<file path="src/rtl/fifo_uart_tx_pkg.sv">
// Shared definitions for the buffered UART transmitter: serializer state
// encoding and baud-divider helpers.
package fifo_uart_tx_pkg;

    localparam int BYTE_W = 8;

    typedef enum logic [1:0] {
        IDLE  = 2'd0,
        START = 2'd1,
        DATA  = 2'd2,
        STOP  = 2'd3
    } tx_state_t;

    // Clocks per bit, truncated.
    function automatic int baud_div(input int freq_hz, input int bauds);
        return freq_hz / bauds;
    endfunction

    // Bits needed to count 0..div-1.
    function automatic int baud_cnt_width(input int div);
        return (div < 2) ? 1 : $clog2(div);
    endfunction

endpackage

</file>
<file path="src/rtl/tx_fifo_buf.sv">
// Circular byte buffer with occupancy count, full flag, free-entry count and
// a registered overflow pulse for writes that arrive while full.
module tx_fifo_buf
    import fifo_uart_tx_pkg::*;
#(
    parameter int DEPTH_LOG2 = 4
) (
    input  logic                  clk,
    input  logic                  reset,
    input  logic                  push,
    input  logic [BYTE_W-1:0]     push_data,
    input  logic                  pop,
    output logic [BYTE_W-1:0]     head,
    output logic                  empty,
    output logic                  full,
    output logic [DEPTH_LOG2:0]   bytes_free,
    output logic                  overflow
);

    localparam int DEPTH = 1 << DEPTH_LOG2;
    localparam logic [DEPTH_LOG2:0]   DEPTH_CNT = (DEPTH_LOG2 + 1)'(DEPTH);
    localparam logic [DEPTH_LOG2:0]   CNT_ONE   = (DEPTH_LOG2 + 1)'(1);
    localparam logic [DEPTH_LOG2-1:0] PTR_ONE   = DEPTH_LOG2'(1);

    logic [BYTE_W-1:0]     mem [DEPTH];
    logic [DEPTH_LOG2-1:0] wr_ptr;
    logic [DEPTH_LOG2-1:0] rd_ptr;
    logic [DEPTH_LOG2:0]   count;
    logic                  do_push;
    logic                  do_pop;

    // push/pop are single-cycle strobes; a push is accepted only when the
    // registered count is below DEPTH, a pop only when it is non-zero.
    assign full       = (count == DEPTH_CNT);
    assign empty      = (count == '0);
    assign do_push    = push && !full;
    assign do_pop     = pop && !empty;
    assign head       = mem[rd_ptr];
    assign bytes_free = DEPTH_CNT - count;

    always_ff @(posedge clk or posedge reset) begin
        if (reset) begin
            wr_ptr   <= '0;
            rd_ptr   <= '0;
            count    <= '0;
            overflow <= 1'b0;
        end else begin
            if (do_push) wr_ptr <= wr_ptr + PTR_ONE;
            if (do_pop)  rd_ptr <= rd_ptr + PTR_ONE;
            case ({do_push, do_pop})
                2'b10:   count <= count + CNT_ONE;
                2'b01:   count <= count - CNT_ONE;
                default: count <= count;
            endcase
            overflow <= push && full;
        end
    end

    always_ff @(posedge clk) begin
        if (do_push) mem[wr_ptr] <= push_data;
    end

endmodule

</file>
<file path="src/rtl/fifo_uart_tx.sv">
// Buffered 8N1 UART transmitter: bytes queue in tx_fifo_buf and are sent
// LSB-first, starting a new frame only while the synchronized CTS is high.
module fifo_uart_tx
    import fifo_uart_tx_pkg::*;
#(
    parameter int FREQ_HZ    = 10000000,
    parameter int BAUDS      = 115200,
    parameter int DEPTH_LOG2 = 4
) (
    input  logic                clk,
    input  logic                reset,
    input  logic                wr,
    input  logic [7:0]          tx_data,
    input  logic                peer_cts,
    output logic                tx,
    output logic                full,
    output logic                busy,
    output logic [DEPTH_LOG2:0] bytes_free,
    output logic                overflow
);

    localparam int DIV   = baud_div(FREQ_HZ, BAUDS);
    localparam int CNT_W = baud_cnt_width(DIV);
    localparam logic [CNT_W-1:0] BAUD_LAST = CNT_W'(DIV - 1);
    localparam logic [CNT_W-1:0] CNT_ONE   = CNT_W'(1);

    generate
        if (DIV < 2) begin : g_div_check
            $error("fifo_uart_tx: FREQ_HZ/BAUDS must be at least 2");
        end
    endgenerate

    tx_state_t         state, state_n;
    logic [CNT_W-1:0]  baud_cnt, baud_cnt_n;
    logic [2:0]        bit_idx, bit_idx_n;
    logic [7:0]        shift, shift_n;
    logic              tx_reg, tx_n;
    logic              cts_meta, cts_s;
    logic              pop;
    logic              fifo_empty;
    logic [7:0]        head;
    logic              bit_end;

    tx_fifo_buf #(.DEPTH_LOG2(DEPTH_LOG2)) u_fifo (
        .clk        (clk),
        .reset      (reset),
        .push       (wr),
        .push_data  (tx_data),
        .pop        (pop),
        .head       (head),
        .empty      (fifo_empty),
        .full       (full),
        .bytes_free (bytes_free),
        .overflow   (overflow)
    );

    always_ff @(posedge clk or posedge reset) begin
        if (reset) begin
            cts_meta <= 1'b0;
            cts_s    <= 1'b0;
        end else begin
            cts_meta <= peer_cts;
            cts_s    <= cts_meta;
        end
    end

    always_ff @(posedge clk or posedge reset) begin
        if (reset) begin
            state    <= IDLE;
            baud_cnt <= '0;
            bit_idx  <= '0;
            shift    <= '0;
            tx_reg   <= 1'b1;
        end else begin
            state    <= state_n;
            baud_cnt <= baud_cnt_n;
            bit_idx  <= bit_idx_n;
            shift    <= shift_n;
            tx_reg   <= tx_n;
        end
    end

    assign bit_end = (baud_cnt == BAUD_LAST);

    always_comb begin
        state_n    = state;
        baud_cnt_n = baud_cnt;
        bit_idx_n  = bit_idx;
        shift_n    = shift;
        pop        = 1'b0;
        case (state)
            IDLE: begin
                if (!fifo_empty && cts_s) begin
                    pop        = 1'b1;
                    shift_n    = head;
                    baud_cnt_n = '0;
                    state_n    = START;
                end
            end
            START: begin
                if (bit_end) begin
                    baud_cnt_n = '0;
                    bit_idx_n  = '0;
                    state_n    = DATA;
                end else begin
                    baud_cnt_n = baud_cnt + CNT_ONE;
                end
            end
            DATA: begin
                if (bit_end) begin
                    baud_cnt_n = '0;
                    shift_n    = {1'b0, shift[7:1]};
                    bit_idx_n  = bit_idx + 3'd1;
                    if (bit_idx == 3'd7) state_n = STOP;
                end else begin
                    baud_cnt_n = baud_cnt + CNT_ONE;
                end
            end
            STOP: begin
                if (bit_end) begin
                    baud_cnt_n = '0;
                    // CTS is only honoured here and in IDLE, so frames never split.
                    if (!fifo_empty && cts_s) begin
                        pop     = 1'b1;
                        shift_n = head;
                        state_n = START;
                    end else begin
                        state_n = IDLE;
                    end
                end else begin
                    baud_cnt_n = baud_cnt + CNT_ONE;
                end
            end
            default: state_n = IDLE;
        endcase

        // Line level is registered from the next state so tx is glitch-free.
        case (state_n)
            START:   tx_n = 1'b0;
            DATA:    tx_n = shift_n[0];
            default: tx_n = 1'b1;
        endcase
    end

    assign tx   = tx_reg;
    assign busy = !fifo_empty || (state != IDLE);

endmodule
</file>
<file path="config.mk">
export PLATFORM = sky130hd
export DESIGN_NAME = fifo_uart_tx
export DESIGN_NICKNAME = d
export VERILOG_FILES = /design/src/rtl/fifo_uart_tx_pkg.sv /design/src/rtl/tx_fifo_buf.sv /design/src/rtl/fifo_uart_tx.sv
export SDC_FILE = /design/constraint.sdc
export NUM_CORES = 1
export LEC_CHECK = 0
export ABC_CLOCK_PERIOD_IN_PS = 3700
export BUFFER_PORTS_ARGS = -buffer_cell sky130_fd_sc_hd__buf_2
export CORE_UTILIZATION = 62
export CTS_CLUSTER_SIZE = 25
export DETAILED_ROUTE_END_ITERATION = 6
export PLACE_DENSITY = 0.8
export SYNTH_ARGS = -nofsm -noshare
export SYNTH_HDL_FRONTEND = slang
export SYNTH_SLANG_ARGS = --single-unit
</file>
<file path="constraint.sdc">
create_clock -name clk -period 3.7 [get_ports clk]
set_input_delay 0.555 -clock clk [delete_from_list [all_inputs] [get_ports clk]]
set_output_delay 0.555 -clock clk [all_outputs]
set_load 0.05 [all_outputs]
</file>
==> results by group, run 1 <==
Drt
  – Routed len/inst: 23.6 microns
  – Vias per cell: 6.42
  – Post-Route WL: 14,000 microns
  – # DRC: 0
  – Initial DRT Pass Iterations: 5
  – Vias after detailed routing: 3,814
  – Iter 0 DRT Violations: 321
  – Final antenna-violating net count: 0

CTS
  – Clock sinks: 165
  – Clock latency at the later pin of the worst-skew pair: 0.43 ns
  – TritonCTS clock tree: built
  – Clk slew on worst S/H paths: 0.06 ns
  – H-tree depth: 4
  – Resized Gates After CTS: 0
  – Number of buffers created by CTS: 17
  – Post-CTS Hold Fix Bufs: 0
  – Setup Fix Bufs, Post-CTS: 0
  – Max Root-Sink Buffers: 2
  – Root buffer cell: clkbuf_16

STA
  – Part of the cycle the worst path needs: 89.9%
  – Clock Skews: 0.00941 ns
  – Pins Over Slew Limit: 0
  – Fmax: 301 MHz
  – Final hold vios: 0
  – Slack of the critical path: 0.375 ns
  – Tmin final: 3.32 ns
  – Setup TNS: 0 ns
  – Relative slew slack: 33.4%
  – Endpoints failing setup: 0
  – Worst slew pin tran: 0.998 ns
  – RSZ-0062 raised after global routing: no

Synth
  – Unique masters post-synth: 48
  – Ys async rst share: 22.4%
  – Number of synthesized flops with an enable pin: 128
  – Yosys reg bits: 165
  – Cell taking the most area after synthesis: edfxtp_1
  – Syn_area_per_cell: 17.2 sq um
  – Mapped Area: 0.00717 sq mm
  – Register area share after synthesis: 66.5%
  – Synthesized instance count: 416
  – Post-synth top area share: 53.6%
  – Synth top area cells: edfxtp_1 54%, dfrtp_1 13%, mux4_1 6.6%
  – Warnings from Yosys: 0
  – Post-Syn Nets: 447
  – Post-synth top flop: edfxtp_1

Floorplan
  – Die X: 110 microns
  – # rows: 38
  – Die Height: 110 microns
  – Placeable core area: 0.0110 sq mm
  – Die area: 0.0120 sq mm
  – Initial Utilization: 65.0%
  – # IOs: 21

Pwr
  – Cell Pwr Density: 779 mW/mm^2
  – Peak supply drop: 667 uV
  – Net Sw Power: 1.98 mW
  – Combinational power share: 29.1%
  – Clock Power Share: 29.9%
  – Pwr Total: 6.19 mW
  – P_int: 4.22 mW
  – Leak pwr: 2.90 nW
  – Seq pwr share: 41.0%
  – Sw Ratio: 31.9%

Setup path
  – CP bufs+invs: 1
  – CP endpoint kind: flop
  – Crit path kind: flop to flop
  – CP peak stage delay: 0.63 ns
  – Critical Path Fanout Max: 9
  – Family with the most delay on the worst path: simple AND/OR/NAND/NOR gates
  – CP arrival: 3.64 ns
  – Req. time, crit path: 4.01 ns
  – Most Frequent Cell on Critical Path: ha_1
  – Worst path slowest cell: or4b_2
  – CP Cell Sequence: inv_1, ha_1, nor3b_1, ha_1, nand2b_1, nor3_1, ha_1, or4b_2, o22ai_1, o21bai_1, xnor2_1
  – Critical Path Start Type: flop

Global routing
  – Largest net degree at the start of global routing: 34
  – Total grt overflow: 0
  – First-pass GRT wire length: 20,700 microns
  – Initial antenna violation count: 0
  – Vias in the first global route: 3,651
  – GRT Resource Usage Total: 25.6%

Finish
  – Commonest non-fill, non-tap cell in the layout: edfxtp_1
  – Layout cells sized above 1: 18.5%
  – Max FFs per register: 128
  – Syn-to-layout area delta: 10.9%
  – Layout Nets: 472
  – Commonest non-fill, non-tap cells in the layout: 128 x edfxtp_1, 36 x dfrtp_1, 20 x nand2_1, 20 x buf_2
  – Biggest register: u_fifo.mem
  – N_diodes: 0
  – FILL cells: 647
  – Top Registers: u_fifo.mem x128, shift x8, baud_cnt x7

Placement
  – GPL Wtd Cong: 0.851
  – HPWL Detailed: 8220 microns
  – Port Buffers: 20
  – Place WS: 0.454 ns

Run
  – Max-cap check violation count: 0

Min path
  – Hold Path Class: primary input to flop

Run status
  – Status: finished clean
metrics by stage:
stage	instance area (sq um)	std cells	hold slack [ns]	util (%)
3_3_place_gp	7330	562	0.340	66.4
4_1_cts	7960	594	0.228	72.1
6_report	7960	594	0.247	72.1
5_1_grt	7960	594	0.233	72.1
3_5_place_dp	7330	562	0.362	66.4
2_1_floorplan	7170	416	0.331	-
layout make-up:
| class | instances | area [sq um] | area share, % |
|---|---|---|---|
| Inverter | 16 | 60.1 | 0.755 |
| Sequential cell | 165 | 4770 | 60.0 |
| Clock buffer | 17 | 425 | 5.35 |
| Timing Repair Buffer | 25 | 138 | 1.73 |
| Clock inverter | 15 | 204 | 2.56 |
| Tap cell | 140 | 175 | 2.20 |
| Multi-Input combinational cell | 216 | 2180 | 27.4 |
power groups by stage:
stage | Combinational, mW | Sequential [mW] | Clock [mW]
after floorplan | 1.53 | 2.46 | 0
after global placement | 1.73 | 2.54 | 0
after detailed placement | 1.79 | 2.56 | 0
after CTS | 1.82 | 2.54 | 1.87
after global routing | 1.95 | 2.57 | 1.93
final | 1.80 | 2.54 | 1.85
worst register-to-register path: cells and delay by family, from the launching register on:
kind	cells	cell delay [ns]
XOR/XNOR	1	0.12
flip-flops	1	0.45
AO/OA/AOI/OAI	2	0.28
buffers and inverters	1	0.07
AND/OR/NAND/NOR	4	1.43
adder cells (fa/ha/maj)	3	0.86
cell usage after synthesis (all sizes together), types with 7 or more instances:
library cell / count
and2: 18
buf: 7
clkbuf: 11
dfrtp: 36
edfxtp: 128
ha: 19
inv: 16
mux4: 37
nand2: 20
nor2: 10
nor2b: 11
o21ai: 15
xnor2: 10
worst paths after layout:
| check | from | endpoint | slack [ns] | cells past startpoint |
|---|---|---|---|---|
| setup reg to reg | u_fifo.count[0]$_DFFE_PP0P_ | u_fifo.count[4]$_DFFE_PP0P_ | 0.38 | 11 |
| min in group asynchronous | reset | u_fifo.overflow$_DFF_PP0_ | 0.36 | 2 |
| setup / recovery | u_fifo.count[0]$_DFFE_PP0P_ | u_fifo.count[4]$_DFFE_PP0P_ | 0.38 | 11 |
| hold reg to reg | cts_meta$_DFF_PP0_ | cts_s$_DFF_PP0_ | 0.37 | 0 |
| max in group asynchronous | reset | tx$_DFF_PP1_ | 2.54 | 3 |
| hold / removal | peer_cts | cts_meta$_DFF_PP0_ | 0.25 | 1 |
layer usage:
metal | routed length, microns | share of wire (%) | GRT usage [%] | vias up
met5 | 0 | 0 | 0 | -
met4 | 351 | 2.5 | 10.8 | 0
met3 | 774 | 5.5 | 6.05 | 30
met2 | 7200 | 51 | 41.6 | 134
met1 | 5660 | 40 | 33.5 | 1961
li1 | - | - | - | 1689
logic make-up after synthesis:
group | Yosys count | synth area share [%]
AO/OA/AOI/OAI | 55 | 5.29
XOR/XNOR | 15 | 1.83
adder cells (fa/ha/maj) | 19 | 3.32
buffers and inverters | 35 | 3.04
flip-flops | 165 | 66.5
multiplexers | 45 | 13.8
AND/OR/NAND/NOR | 82 | 6.21
No activity file was read; power rests on OpenSTA's default activity.
==> run 2: changes to the inputs <==
==> constraint.sdc (replaced) <==
create_clock -name clk -period 3.7 [get_ports clk]
set_input_delay 0.185 -clock clk [delete_from_list [all_inputs] [get_ports clk]]
set_output_delay 0.185 -clock clk [all_outputs]
set_load 0.05 [all_outputs]
==> results by group, run 2 (synthesis results as in run 1) <==
Floorplan
  – Die Height: 110 microns
  – # IOs: 21
  – Die X: 110 microns
  – Die area: 0.0120 sq mm
  – Placeable core area: 0.0110 sq mm
  – # rows: 38
  – Initial Utilization: 65.0%

Setup path
  – Critical Path Fanout Max: 9
  – FF-to-FF Start: u_fifo.count[1]$_DFFE_PP0P_
  – CP endpoint kind: flop
  – Critical path launch point: u_fifo.count[1]$_DFFE_PP0P_
  – CP arrival: 3.67 ns
  – R2r worst-path depth: 11
  – Req. time, crit path: 4.01 ns
  – Crit path kind: flop to flop
  – Reg2reg end: u_fifo.count[4]$_DFFE_PP0P_
  – R2r setup slk: 0.34 ns
  – Critical Path Start Type: flop

STA
  – Clock Skews: 0.00650 ns
  – Setup TNS: 0 ns
  – Part of the cycle the worst path needs: 90.9%
  – Final hold vios: 0
  – Pins Over Slew Limit: 0
  – Fmax: 297 MHz
  – Relative slew slack: 39.7%
  – Worst slew pin tran: 0.904 ns
  – RSZ-0062 raised after global routing: no
  – Tmin final: 3.36 ns
  – Endpoints failing setup: 0

CTS
  – Clk slew on worst S/H paths: 0.06 ns
  – TritonCTS clock tree: built
  – H-tree depth: 4
  – Clock sinks: 165
  – Root buffer cell: clkbuf_16
  – Max Root-Sink Buffers: 2
  – Clock latency at the later pin of the worst-skew pair: 0.42 ns
  – Number of buffers created by CTS: 17
  – Setup Fix Bufs, Post-CTS: 0

Finish
  – Commonest non-fill, non-tap cells in the layout: 128 x edfxtp_1, 36 x dfrtp_1, 20 x nand2_1, 20 x buf_2
  – Top Registers: u_fifo.mem x128, shift x8, baud_cnt x7
  – Final instance area: 0.00802 sq mm
  – Fin cells: 597
  – N_diodes: 0
  – Layout cells sized above 1: 18.4%
  – Max FFs per register: 128
  – Commonest non-fill, non-tap cell in the layout: edfxtp_1
  – Biggest register: u_fifo.mem
  – Layout Nets: 475
  – Syn-to-layout area delta: 11.8%

Min path
  – Worst hold endpoint: u_fifo.mem[12][1]$_DFFE_PP_
  – HP Start: tx_data[1]
  – Hold Path Depth: 1
  – Hold Path Class: primary input to flop

Pwr
  – Clock Power Share: 30.6%
  – Peak supply drop: 515 uV
  – Seq pwr share: 40.8%
  – Combinational power share: 28.6%
  – Net Sw Power: 1.98 mW
  – Pwr Total: 6.29 mW
  – Leak pwr: 2.93 nW
  – Cell Pwr Density: 784 mW/mm^2
  – Sw Ratio: 31.5%
  – P_int: 4.30 mW

Drt
  – Vias per cell: 6.38
  – Final antenna-violating net count: 0
  – Iter 0 DRT Violations: 324
  – Initial DRT Pass Iterations: 5
  – Routed len/inst: 23.1 microns
  – # DRC: 0
  – Vias after detailed routing: 3,809
  – Post-Route WL: 13,800 microns

Placement
  – Dpl cell area: 0.00734 sq mm
  – HPWL Detailed: 8090 microns
  – Placed cell count: 562
  – GPL Wtd Cong: 0.881
  – Port Buffers: 20

Global routing
  – GRT Resource Usage Total: 26.0%
  – First-pass GRT wire length: 21,400 microns
  – Largest net degree at the start of global routing: 34
  – Total grt overflow: 0
  – Vias in the first global route: 3,801
  – Initial antenna violation count: 0

Run status
  – Status: finished clean

Run
  – Max-cap check violation count: 0
run 2: worst max-delay path, stage by stage, from the launching register on:
cell      delay, ns
dfrtp_1        0.47
inv_1          0.10
ha_1           0.22
nor3b_1        0.16
ha_1           0.23
nand2b_1       0.25
nor3_1         0.36
ha_1           0.42
or4b_2         0.62
o22ai_1        0.18
o21bai_1       0.10
xnor2_1        0.13
run 2: timing repair:
item,CTS,global route
hold buffers,3,0
hold endpoints to repair,10,0
resized for setup,0,0
run 2: power groups by stage:
stage	combinational, mW	clock (mW)	sequential, mW
2_1_floorplan	1.53	0	2.46
3_3_place_gp	1.73	0	2.57
3_5_place_dp	1.77	0	2.59
4_1_cts	1.81	1.95	2.56
5_1_grt	1.94	2.01	2.60
6_report	1.80	1.93	2.56
run 2: how the worst max path moves through the flow:
stage | endpoint | slack [ns] | depth (start not counted)
floorplan | u_fifo.count[4]$_DFFE_PP0P_ | 0.37 | 13
global placement | u_fifo.count[4]$_DFFE_PP0P_ | 0.60 | 11
detailed placement | u_fifo.count[4]$_DFFE_PP0P_ | 0.41 | 11
CTS | u_fifo.count[4]$_DFFE_PP0P_ | 0.38 | 11
global route | u_fifo.count[4]$_DFFE_PP0P_ | 0.005 | 14
finish | u_fifo.count[4]$_DFFE_PP0P_ | 0.34 | 11
run 2: per-stage QoR:
step / setup WS, ns / util (%) / hold slack, ns
5_1_grt: 0.00475 / 72.7 / 0.131
3_5_place_dp: 0.415 / 66.5 / 0.155
6_report: 0.337 / 72.7 / 0.131
4_1_cts: 0.377 / 72.7 / 0.120
2_1_floorplan: 0.375 / - / 0.216
3_3_place_gp: 0.599 / 66.5 / 0.150
run 2: metal layers:
layer / global-route usage (%) / vias to the layer above / routed length (microns)
li1: - / 1693 / -
met1: 33.7 / 1952 / 5630
met2: 43.2 / 142 / 7050
met3: 4.74 / 22 / 785
met4: 12.4 / 0 / 307
met5: 0 / - / 0
run 2: area by class of cell:
class / instances / area, sq um
flip-flops and latches: 165 / 4770
fillers: 652 / 3010
multi-input cells: 216 / 2180
clock buffers: 17 / 425
clock inverters: 15 / 225
repair buffers: 28 / 180
well taps: 140 / 175
inverters: 16 / 60.1
